## config.mk

```make
export PLATFORM = sky130hd
export DESIGN_NAME = cpu_control_unit_flat
export DESIGN_NICKNAME = d
export VERILOG_FILES = /design/src/rtl/cpu_control_unit_if.sv /design/src/rtl/cpu_control_unit.sv /design/src/flat_wrapper.sv
export SDC_FILE = /design/constraint.sdc
export NUM_CORES = 1
export LEC_CHECK = 0
export ABC_CLOCK_PERIOD_IN_PS = 2000
export BUFFER_PORTS_ARGS = -buffer_cell sky130_fd_sc_hd__buf_4
export CAP_MARGIN = 30
export CORE_UTILIZATION = 40
export DETAILED_ROUTE_END_ITERATION = 12
export GPL_ROUTABILITY_DRIVEN = 0
export GPL_TIMING_DRIVEN = 0
export PLACE_DENSITY = 0.64
export SYNTH_ARGS = -nofsm -noshare
export SYNTH_HDL_FRONTEND = slang
export SYNTH_SLANG_ARGS = --single-unit
```

## constraint.sdc

```tcl
create_clock -name CLK -period 2 [get_ports CLK]
set_input_delay 0.6 -clock CLK [delete_from_list [all_inputs] [get_ports CLK]]
set_output_delay 0.6 -clock CLK [all_outputs]
set_load 0.01 [all_outputs]
```

## src/rtl/cpu_control_unit_if.sv

```systemverilog
// rtl/cpu_control_unit_if.sv - memory and ALU bus between the control unit and its datapath blocks
interface cpu_control_unit_if;
    logic [3:0] mem_addr;
    logic [7:0] mem_din;
    logic       mem_we;
    logic [7:0] mem_dout;
    logic [2:0] alu_op;
    logic       alu_en;
    logic [7:0] alu_result;

    modport master (
        output mem_addr, mem_din, mem_we, alu_op, alu_en,
        input  mem_dout, alu_result
    );

    modport slave (
        input  mem_addr, mem_din, mem_we, alu_op, alu_en,
        output mem_dout, alu_result
    );
endinterface

```

## src/rtl/cpu_control_unit.sv

```systemverilog
// rtl/cpu_control_unit.sv - accumulator CPU sequencer; define INDIRECT_EN to enable indirect addressing
module cpu_control_unit (
    input  logic                        CLK,
    input  logic                        RST,
    input  logic                        resume,
    cpu_control_unit_if.master          bus,
    output logic [3:0]                  pc,
    output logic [7:0]                  ir,
    output logic [7:0]                  ac,
    output logic [3:0]                  state,
    output logic                        halted
);

    typedef enum logic [3:0] {
        S_FETCH0 = 4'd0,
        S_FETCH1 = 4'd1,
        S_FETCH2 = 4'd2,
        S_DECODE = 4'd3,
        S_IND0   = 4'd4,
        S_IND1   = 4'd5,
        S_EXEC0  = 4'd6,
        S_EXEC1  = 4'd7,
        S_HALT   = 4'd8
    } state_t;

    localparam logic [2:0] OP_ADD = 3'b000;
    localparam logic [2:0] OP_SUB = 3'b001;
    localparam logic [2:0] OP_XOR = 3'b010;
    localparam logic [2:0] OP_SHL = 3'b011;
    localparam logic [2:0] OP_LDA = 3'b100;
    localparam logic [2:0] OP_STA = 3'b101;
    localparam logic [2:0] OP_CMA = 3'b110;
    localparam logic [2:0] OP_HLT = 3'b111;

    state_t     state_q;
    state_t     state_d;
    logic [3:0] ar;
    logic       mem_we_q;
    logic       alu_en_q;
    logic       halted_q;
    logic       mem_we_d;
    logic       alu_en_d;
    logic       halted_d;

    logic [2:0] op;
    logic       is_mref;
    logic       is_alu_mem;
    logic       is_alu_reg;
    logic       go_indirect;

    assign op         = ir[6:4];
    assign is_mref    = (op == OP_ADD) || (op == OP_SUB) || (op == OP_XOR) ||
                        (op == OP_LDA) || (op == OP_STA);
    assign is_alu_mem = (op == OP_ADD) || (op == OP_SUB) || (op == OP_XOR);
    assign is_alu_reg = (op == OP_SHL) || (op == OP_CMA);

`ifdef INDIRECT_EN
    assign go_indirect = ir[7] && is_mref;
`else
    assign go_indirect = 1'b0;
`endif

    // State register plus the registered strobes, so they are glitch-free state decodes
    always_ff @(posedge CLK or posedge RST) begin
        if (RST) begin
            state_q  <= S_FETCH0;
            mem_we_q <= 1'b0;
            alu_en_q <= 1'b0;
            halted_q <= 1'b0;
        end else begin
            state_q  <= state_d;
            mem_we_q <= mem_we_d;
            alu_en_q <= alu_en_d;
            halted_q <= halted_d;
        end
    end

    always_comb begin
        state_d = state_q;
        case (state_q)
            S_FETCH0: state_d = S_FETCH1;
            S_FETCH1: state_d = S_FETCH2;
            S_FETCH2: state_d = S_DECODE;
            S_DECODE: begin
                if (op == OP_HLT)
                    state_d = S_HALT;
                else if (go_indirect)
                    state_d = S_IND0;
                else
                    state_d = S_EXEC0;
            end
`ifdef INDIRECT_EN
            S_IND0:   state_d = S_IND1;
            S_IND1:   state_d = S_EXEC0;
`endif
            S_EXEC0:  state_d = (op == OP_STA || is_alu_reg) ? S_FETCH0 : S_EXEC1;
            S_EXEC1:  state_d = S_FETCH0;
            S_HALT:   state_d = resume ? S_FETCH0 : S_HALT;
            default:  state_d = S_FETCH0;
        endcase
    end

    // Strobe values for the state being entered; IR is already stable by DECODE
    always_comb begin
        mem_we_d = 1'b0;
        alu_en_d = 1'b0;
        halted_d = 1'b0;
        if (state_d == S_EXEC0 && op == OP_STA)
            mem_we_d = 1'b1;
        if ((state_d == S_EXEC0 && is_alu_reg) || (state_d == S_EXEC1 && is_alu_mem))
            alu_en_d = 1'b1;
        if (state_d == S_HALT)
            halted_d = 1'b1;
    end

    always_ff @(posedge CLK or posedge RST) begin
        if (RST) begin
            pc <= 4'd0;
            ir <= 8'd0;
            ac <= 8'd0;
            ar <= 4'd0;
        end else begin
            case (state_q)
                S_FETCH0: ar <= pc;
                S_FETCH2: begin
                    ir <= bus.mem_dout;
                    pc <= pc + 4'd1;
                end
                S_DECODE: ar <= ir[3:0];
                S_IND1:   ar <= bus.mem_dout[3:0];
                S_EXEC0: begin
                    if (is_alu_reg)
                        ac <= bus.alu_result;
                end
                S_EXEC1: begin
                    if (is_alu_mem)
                        ac <= bus.alu_result;
                    else if (op == OP_LDA)
                        ac <= bus.mem_dout;
                end
                default: ;
            endcase
        end
    end

    assign bus.mem_addr = ar;
    assign bus.mem_din  = ac;
    assign bus.mem_we   = mem_we_q;
    assign bus.alu_op   = op;
    assign bus.alu_en   = alu_en_q;
    assign state        = state_q;
    assign halted       = halted_q;

endmodule

```

## src/flat_wrapper.sv

```systemverilog
// flat-port wrapper written by rule: the top's interface ports become plain ports
module cpu_control_unit_flat 
  (CLK, RST, resume, pc, ir, ac, state, halted, bus_mem_addr, bus_mem_din, bus_mem_we, bus_alu_op, bus_alu_en, bus_mem_dout, bus_alu_result);
  cpu_control_unit_if bus_i ();
  input  logic CLK;
  input  logic RST;
  input  logic resume;
  output logic [3:0] pc;
  output logic [7:0] ir;
  output logic [7:0] ac;
  output logic [3:0] state;
  output logic halted;
  output wire logic [$bits(bus_i.mem_addr)-1:0] bus_mem_addr;
  output wire logic [$bits(bus_i.mem_din)-1:0] bus_mem_din;
  output wire logic [$bits(bus_i.mem_we)-1:0] bus_mem_we;
  output wire logic [$bits(bus_i.alu_op)-1:0] bus_alu_op;
  output wire logic [$bits(bus_i.alu_en)-1:0] bus_alu_en;
  input wire logic [$bits(bus_i.mem_dout)-1:0] bus_mem_dout;
  input wire logic [$bits(bus_i.alu_result)-1:0] bus_alu_result;
  assign bus_mem_addr = bus_i.mem_addr;
  assign bus_mem_din = bus_i.mem_din;
  assign bus_mem_we = bus_i.mem_we;
  assign bus_alu_op = bus_i.alu_op;
  assign bus_alu_en = bus_i.alu_en;
  assign bus_i.mem_dout = bus_mem_dout;
  assign bus_i.alu_result = bus_alu_result;
  cpu_control_unit u_core (.CLK(CLK), .RST(RST), .resume(resume), .bus(bus_i), .pc(pc), .ir(ir), .ac(ac), .state(state), .halted(halted));
endmodule
```

---- Yosys cells after proc, flatten, opt, wreduce, memory -nomap -nowiden ----
Index checks and enable logic that the tools add are counted.
word-level totals
  logic and storage cells ................. 53
  input bits .............................. 19
  output and inout bits ................... 42
  register bits ........................... 31
cells by class
  reductions and logical operators ........ 13
  equality and inequality tests ........... 19
  muxes and demuxes ....................... 12
  add/subtract/negate cells ............... 1
operator list
  cell                                                              count
  8-bit two-way mux                                                 3
  4-bit one-hot mux with 6 select lines                             1
  4-bit by 3-bit == test with 1-bit output (second input constant)  5
  8-bit one-hot mux with 2 select lines                             1
  3-bit == test (second input constant)                             4
  4-bit one-hot mux with 3 select lines                             1
  4-bit by 2-bit == test with 1-bit output (second input constant)  2
  4-bit == test (second input constant)                             2
  4-bit two-way mux                                                 2
  3-bit by 2-bit == test with 1-bit output (second input constant)  2
  1-bit logical OR                                                  5
  4-bit by 1-bit adder with 4-bit output (second input constant)    1
  4-bit by 1-bit == test with 1-bit output (second input constant)  1
  4-bit logical NOT                                                 1
  3-bit by 1-bit == test with 1-bit output (second input constant)  1
  1-bit logical AND                                                 3
  3-bit logical NOT                                                 1
  1-bit two-way mux                                                 3
  3-bit two-way mux                                                 1
  3-bit by 1-bit != test with 1-bit output (second input constant)  1
  3-bit AND reduction                                               1
  3-bit nonzero test                                                1
  2-bit by 1-bit != test with 1-bit output (second input constant)  1
  2-bit nonzero test                                                1

---- Longest topological paths before layout ----
  depth in word-level cells ............... 9
  gate-level depth with buffers ........... 5
  gate-level depth less buffers ........... 4

---- Least setup slack after synthesis ----
OpenSTA, ideal clock, no wires.
  path type ............................... reg2reg
  from .................................... register u_core.ir[4]
  to ...................................... register u_core.ac[0]
  data required time ...................... 1.875 ns
  buffers on the path ..................... 1
  setup time .............................. 0.125 ns
  clock period less this slack ............ 1.731 ns
  cell stages (with the launch flop) ...... 6
  data arrival time ....................... 1.606 ns
  path slack .............................. 0.269 ns
  cells stage by stage .................... dfrtp_1 > buf_2 > a21oi_2 > nor3_4 > mux2_2 > mux2_2
between the ends
  cells in the longest elaborated chain, start to end .. 5
  elaborated cells between the ends (all ways) .. 14
ends and longest elaborated chain
  element                                                                                                line                     RTL
  from (decl)                                                                                            cpu_control_unit.sv:8    output logic [7:0] ir,
  from (signal assigned)                                                                                 cpu_control_unit.sv:126  ir <= bus.mem_dout;
  3-bit by 1-bit == test with 1-bit output / 3-bit logical NOT (equally long branches)                   n/a
  1-bit logical OR (2 in series)                                                                         n/a
  3-bit by 1-bit != test with 1-bit output (no source line) / 8-bit two-way mux (equally long branches)  n/a
  3-bit AND reduction (no source line) / 8-bit one-hot mux with 2 select lines (equally long branches)   n/a
  to (signal assigned)                                                                                   cpu_control_unit.sv:133  ac <= bus.alu_result;
  to (signal assigned)                                                                                   cpu_control_unit.sv:137  ac <= bus.alu_result;
  to (signal assigned)                                                                                   cpu_control_unit.sv:139  ac <= bus.mem_dout;
  to (decl)                                                                                              cpu_control_unit.sv:9    output logic [7:0] ac,
Several ways; a longest one is shown, not always the timed one.
A chain may end at the register's enable or synchronous reset.

---- Worst setup path in the final report ----
  from .................................... register u_core.state_q[1] (netlist: u_core.state[1])
  to ...................................... register u_core.ac[3]
between the ends
  cells in the longest elaborated chain, start to end .. 3
  elaborated cells between the ends (all ways) .. 7
ends and longest elaborated chain
  element                                                                                  line                     RTL
  from (decl)                                                                              cpu_control_unit.sv:35   state_t state_q;
  from (signal assigned)                                                                   cpu_control_unit.sv:71   state_q <= state_d;
  4-bit by 3-bit == test with 1-bit output                                                 cpu_control_unit.sv:123  case (state_q)
  3-bit by 1-bit != test with 1-bit output (no source line), or another cell as far along  n/a
  3-bit AND reduction (no source line)                                                     n/a
Several ways; a longest one is shown, not always the timed one.

==> insert_results.sql <==
INSERT INTO impl_metrics (metric_group, metric, value, unit) VALUES
('run_status', 'run_status', 'finished, final reports clean', ''),
('timing', 'slew_headroom', '0.711', ''),
('route', 'wl_per_cell', '14.2', 'um'),
('timing', 'timing.final.max_slew_violations', '0', ''),
('route', 'postRouteWirelength', '3630', 'um'),
('clock_network', 'path_clk_slew', '0.06', 'ns'),
('timing', 'timing.setup.tns', '0', 'ns'),
('timing', 'rsz0062_at_grt', 'false', ''),
('power_and_ir_drop', 'power.share.clock', '0.111', ''),
('global_route', 'grt_pass1_wl', '6070', 'um'),
('clock_network', 'htree_num_levels', '2', ''),
('global_route', 'largest_net_degree_at_the_start_of_global_routing', '24', ''),
('clock_network', 'tritoncts', 'done', ''),
('yosys', 'postSynth.topFlopCell', 'dfrtp_1', ''),
('route', 'avgViaCountPerCell', '5.07', ''),
('layout', 'nNetsFinal', '228', ''),
('timing', 'fmax', '0.541', 'GHz'),
('power_and_ir_drop', 'fin_total_pwr', '3930', 'uW'),
('floorplanning', 'placement_rows', '22', ''),
('yosys', 'async_set_reset_flop_share_out_of_synthesis', '1.00', ''),
('clock_network', 'post_cts.resized_instances', '0', ''),
('worst_setup_path', 'setup.worst_path.start_class', 'register', ''),
('layout', 'fraction_of_final_layout_cells_sized_beyond_drive_strength_1', '0.589', ''),
('floorplanning', 'design.die.area', '4380', 'um^2'),
('timing', 'final.min_clock_period', '1.85', 'ns'),
('timing', 'skew', '0.00499', 'ns'),
('route', 'drt-initial-drc-count', '120', ''),
('worst_setup_path', 'ff2ff_setup_slack', '0.15', 'ns'),
('power_and_ir_drop', 'cellInternalPower', '2450', 'uW'),
('yosys', 'main_area_contributors_after_synthesis', 'dfrtp_1, mux2_2, buf_4', ''),
('floorplanning', 'coreArea', '3800', 'um^2'),
('yosys', 'yosys_warnings', '0', ''),
('floorplanning', 'floorplan.die.height', '66.2', 'um'),
('clock_network', 'max-clock-path-buffers', '2', ''),
('worst_setup_path', 'critical_path_origin', 'u_core.state[1]', ''),
('layout', 'n_antenna_cell', '0', ''),
('yosys', 'library_cell_with_the_highest_instance_count_after_synthesis', 'dfrtp_1', ''),
('clock_network', 'cts.hold.buffers_added', '0', ''),
('power_and_ir_drop', 'seq_power_share', '0.299', ''),
('route', 'dr_total_vias', '1292', ''),
('place', 'hpwlAfterDp', '2740', 'um'),
('layout', 'final_core_util', '0.598', ''),
('floorplanning', 'floorplan.io_pins', '61', ''),
('layout', 'layout-area-overhead-vs-synth', '38.0', '%'),
('floorplanning', 'chipWidth', '66.2', 'um'),
('place', 'buffer_ports.inserted', '60', ''),
('route', 'ant_nets', '0', ''),
('worst_setup_path', 'crit_end_category', 'register', ''),
('yosys', 'synth-seq-cells', '31', ''),
('clock_network', 'clock-sinks', '31', ''),
('worst_setup_path', 'worstPathArrival', '2.00', 'ns'),
('global_route', 'grt_pass1_vias', '1265', ''),
('yosys', 'postSynthCellCount', '138', ''),
('yosys', 'post_synth_edffs', '0', ''),
('power_and_ir_drop', 'power_switching', '1480', 'uW'),
('yosys', 'yosysSeqAreaShare', '0.471', ''),
('route', 'drt_pass1_iterations', '4', ''),
('worst_setup_path', 'crit-reg2reg-launch', 'u_core.state[1]', ''),
('route', 'drcViolationCount', '0', ''),
('worst_setup_path', 'regToRegEndpoint', 'u_core.ac[3]', ''),
('power_and_ir_drop', 'power.static_leakage', '0.00112', 'uW'),
('worst_setup_path', 'critPathMaxFanout', '10', ''),
('global_route', 'grtUsageTotal', '0.187', ''),
('power_and_ir_drop', 'switching_share', '0.376', ''),
('clock_network', 'insertion_delay', '0.27', 'ns'),
('power_and_ir_drop', 'powerDensity', '1730', 'nW/um^2'),
('worst_setup_path', 'worst_reg2reg_path_depth', '6', ''),
('timing', 'layout_worst_path_cycle_share', '0.924', ''),
('timing', 'finalSetupViolations', '0', ''),
('floorplanning', 'start_util', '0.434', ''),
('worst_hold_path', 'min-delay-path-class', 'primary input to asynchronous set/reset pin', '');
[state kept, by name, summed over array words and instances, names as in the netlist]
name / count
u_core.ac: 8
u_core.state: 4
u_core.bus.mem_addr: 4
u_core.bus.mem_we: 1
u_core.bus.alu_en: 1
u_core.halted: 1
u_core.ir: 8
u_core.pc: 4
[metrics by stage]
step	instances	instance area (um^2)	worst slack (ns)	hold WS, ns
6_report	255	2270	0.152	0.336
5_1_grt	255	2270	0.0439	0.352
4_1_cts	253	2260	0.0841	0.339
3_5_place_dp	247	2190	0.0962	0.494
3_3_place_gp	246	2160	0.146	0.495
2_1_floorplan	138	1650	0.269	0.525
[worst max-delay path: stages, from the launching register on]
cell and delay, ns:
dfrtp_1 0.39, buf_4 0.20, nand2_1 0.14, nor3_4 0.22, buf_4 0.17, mux2_2 0.34
mux2_2 0.26
[cell families after synthesis]
kind of cell             after synthesis  synth area share
buffers and inverters                 25            0.0934
AO/OA/AOI/OAI                         22             0.102
adder cells (fa/ha/maj)                1           0.00759
flip-flops                            31             0.471
multiplexers                          27             0.185
AND/OR/NAND/NOR                       26             0.110
XOR/XNOR                               6            0.0319
[metal layers]
metal  track usage  up-vias  wire length (um)
li1              -      618                 -
met1         0.234      627              1550
met2         0.306       42              1840
met3        0.0655        5               212
met4        0.0479        0                32
met5             0        -                 0
[power groups by stage]
stage / registers [uW] / logic, uW / clock network (uW)
5_1_grt: 1230 / 2540 / 480
6_report: 1180 / 2320 / 437
4_1_cts: 1180 / 2340 / 454
2_1_floorplan: 1280 / 1320 / 0
3_3_place_gp: 1170 / 2280 / 0
3_5_place_dp: 1190 / 2320 / 0
[layout by cell type (no fill, tap or decap), drive strengths merged, types with 2 or more instances in the layout]
cell	netlist	final
and4bb	2	2
mux2	27	27
nor2	4	4
xor2	3	3
a221oi	2	2
nor3	3	3
nand2b	2	2
o21ai	5	5
inv	6	6
dfrtp	31	31
nand2	7	7
xnor2	3	3
clkbuf	1	7
buf	18	81
a22oi	5	5
a21o	3	3
a21oi	2	2
[layout make-up]
cell class                      instances  area, um^2
Buffer                                 19         131
Sequential cell                        31         776
Timing Repair Buffer                   63         493
Inverter                                6        22.5
Tap cell                               48        60.1
Clock buffer                            6        72.6
Fill cell                             318        1530
Multi-Input combinational cell         82         718
[worst min path at each step]
stage | end
after floorplan | u_core.pc[3]
after global placement | u_core.bus.mem_addr[1]
after detailed placement | u_core.pc[3]
after CTS | u_core.ir[1]
after global routing | u_core.ac[1]
final | u_core.ir[1]
Note: power is estimated with default switching activity, not from simulation.
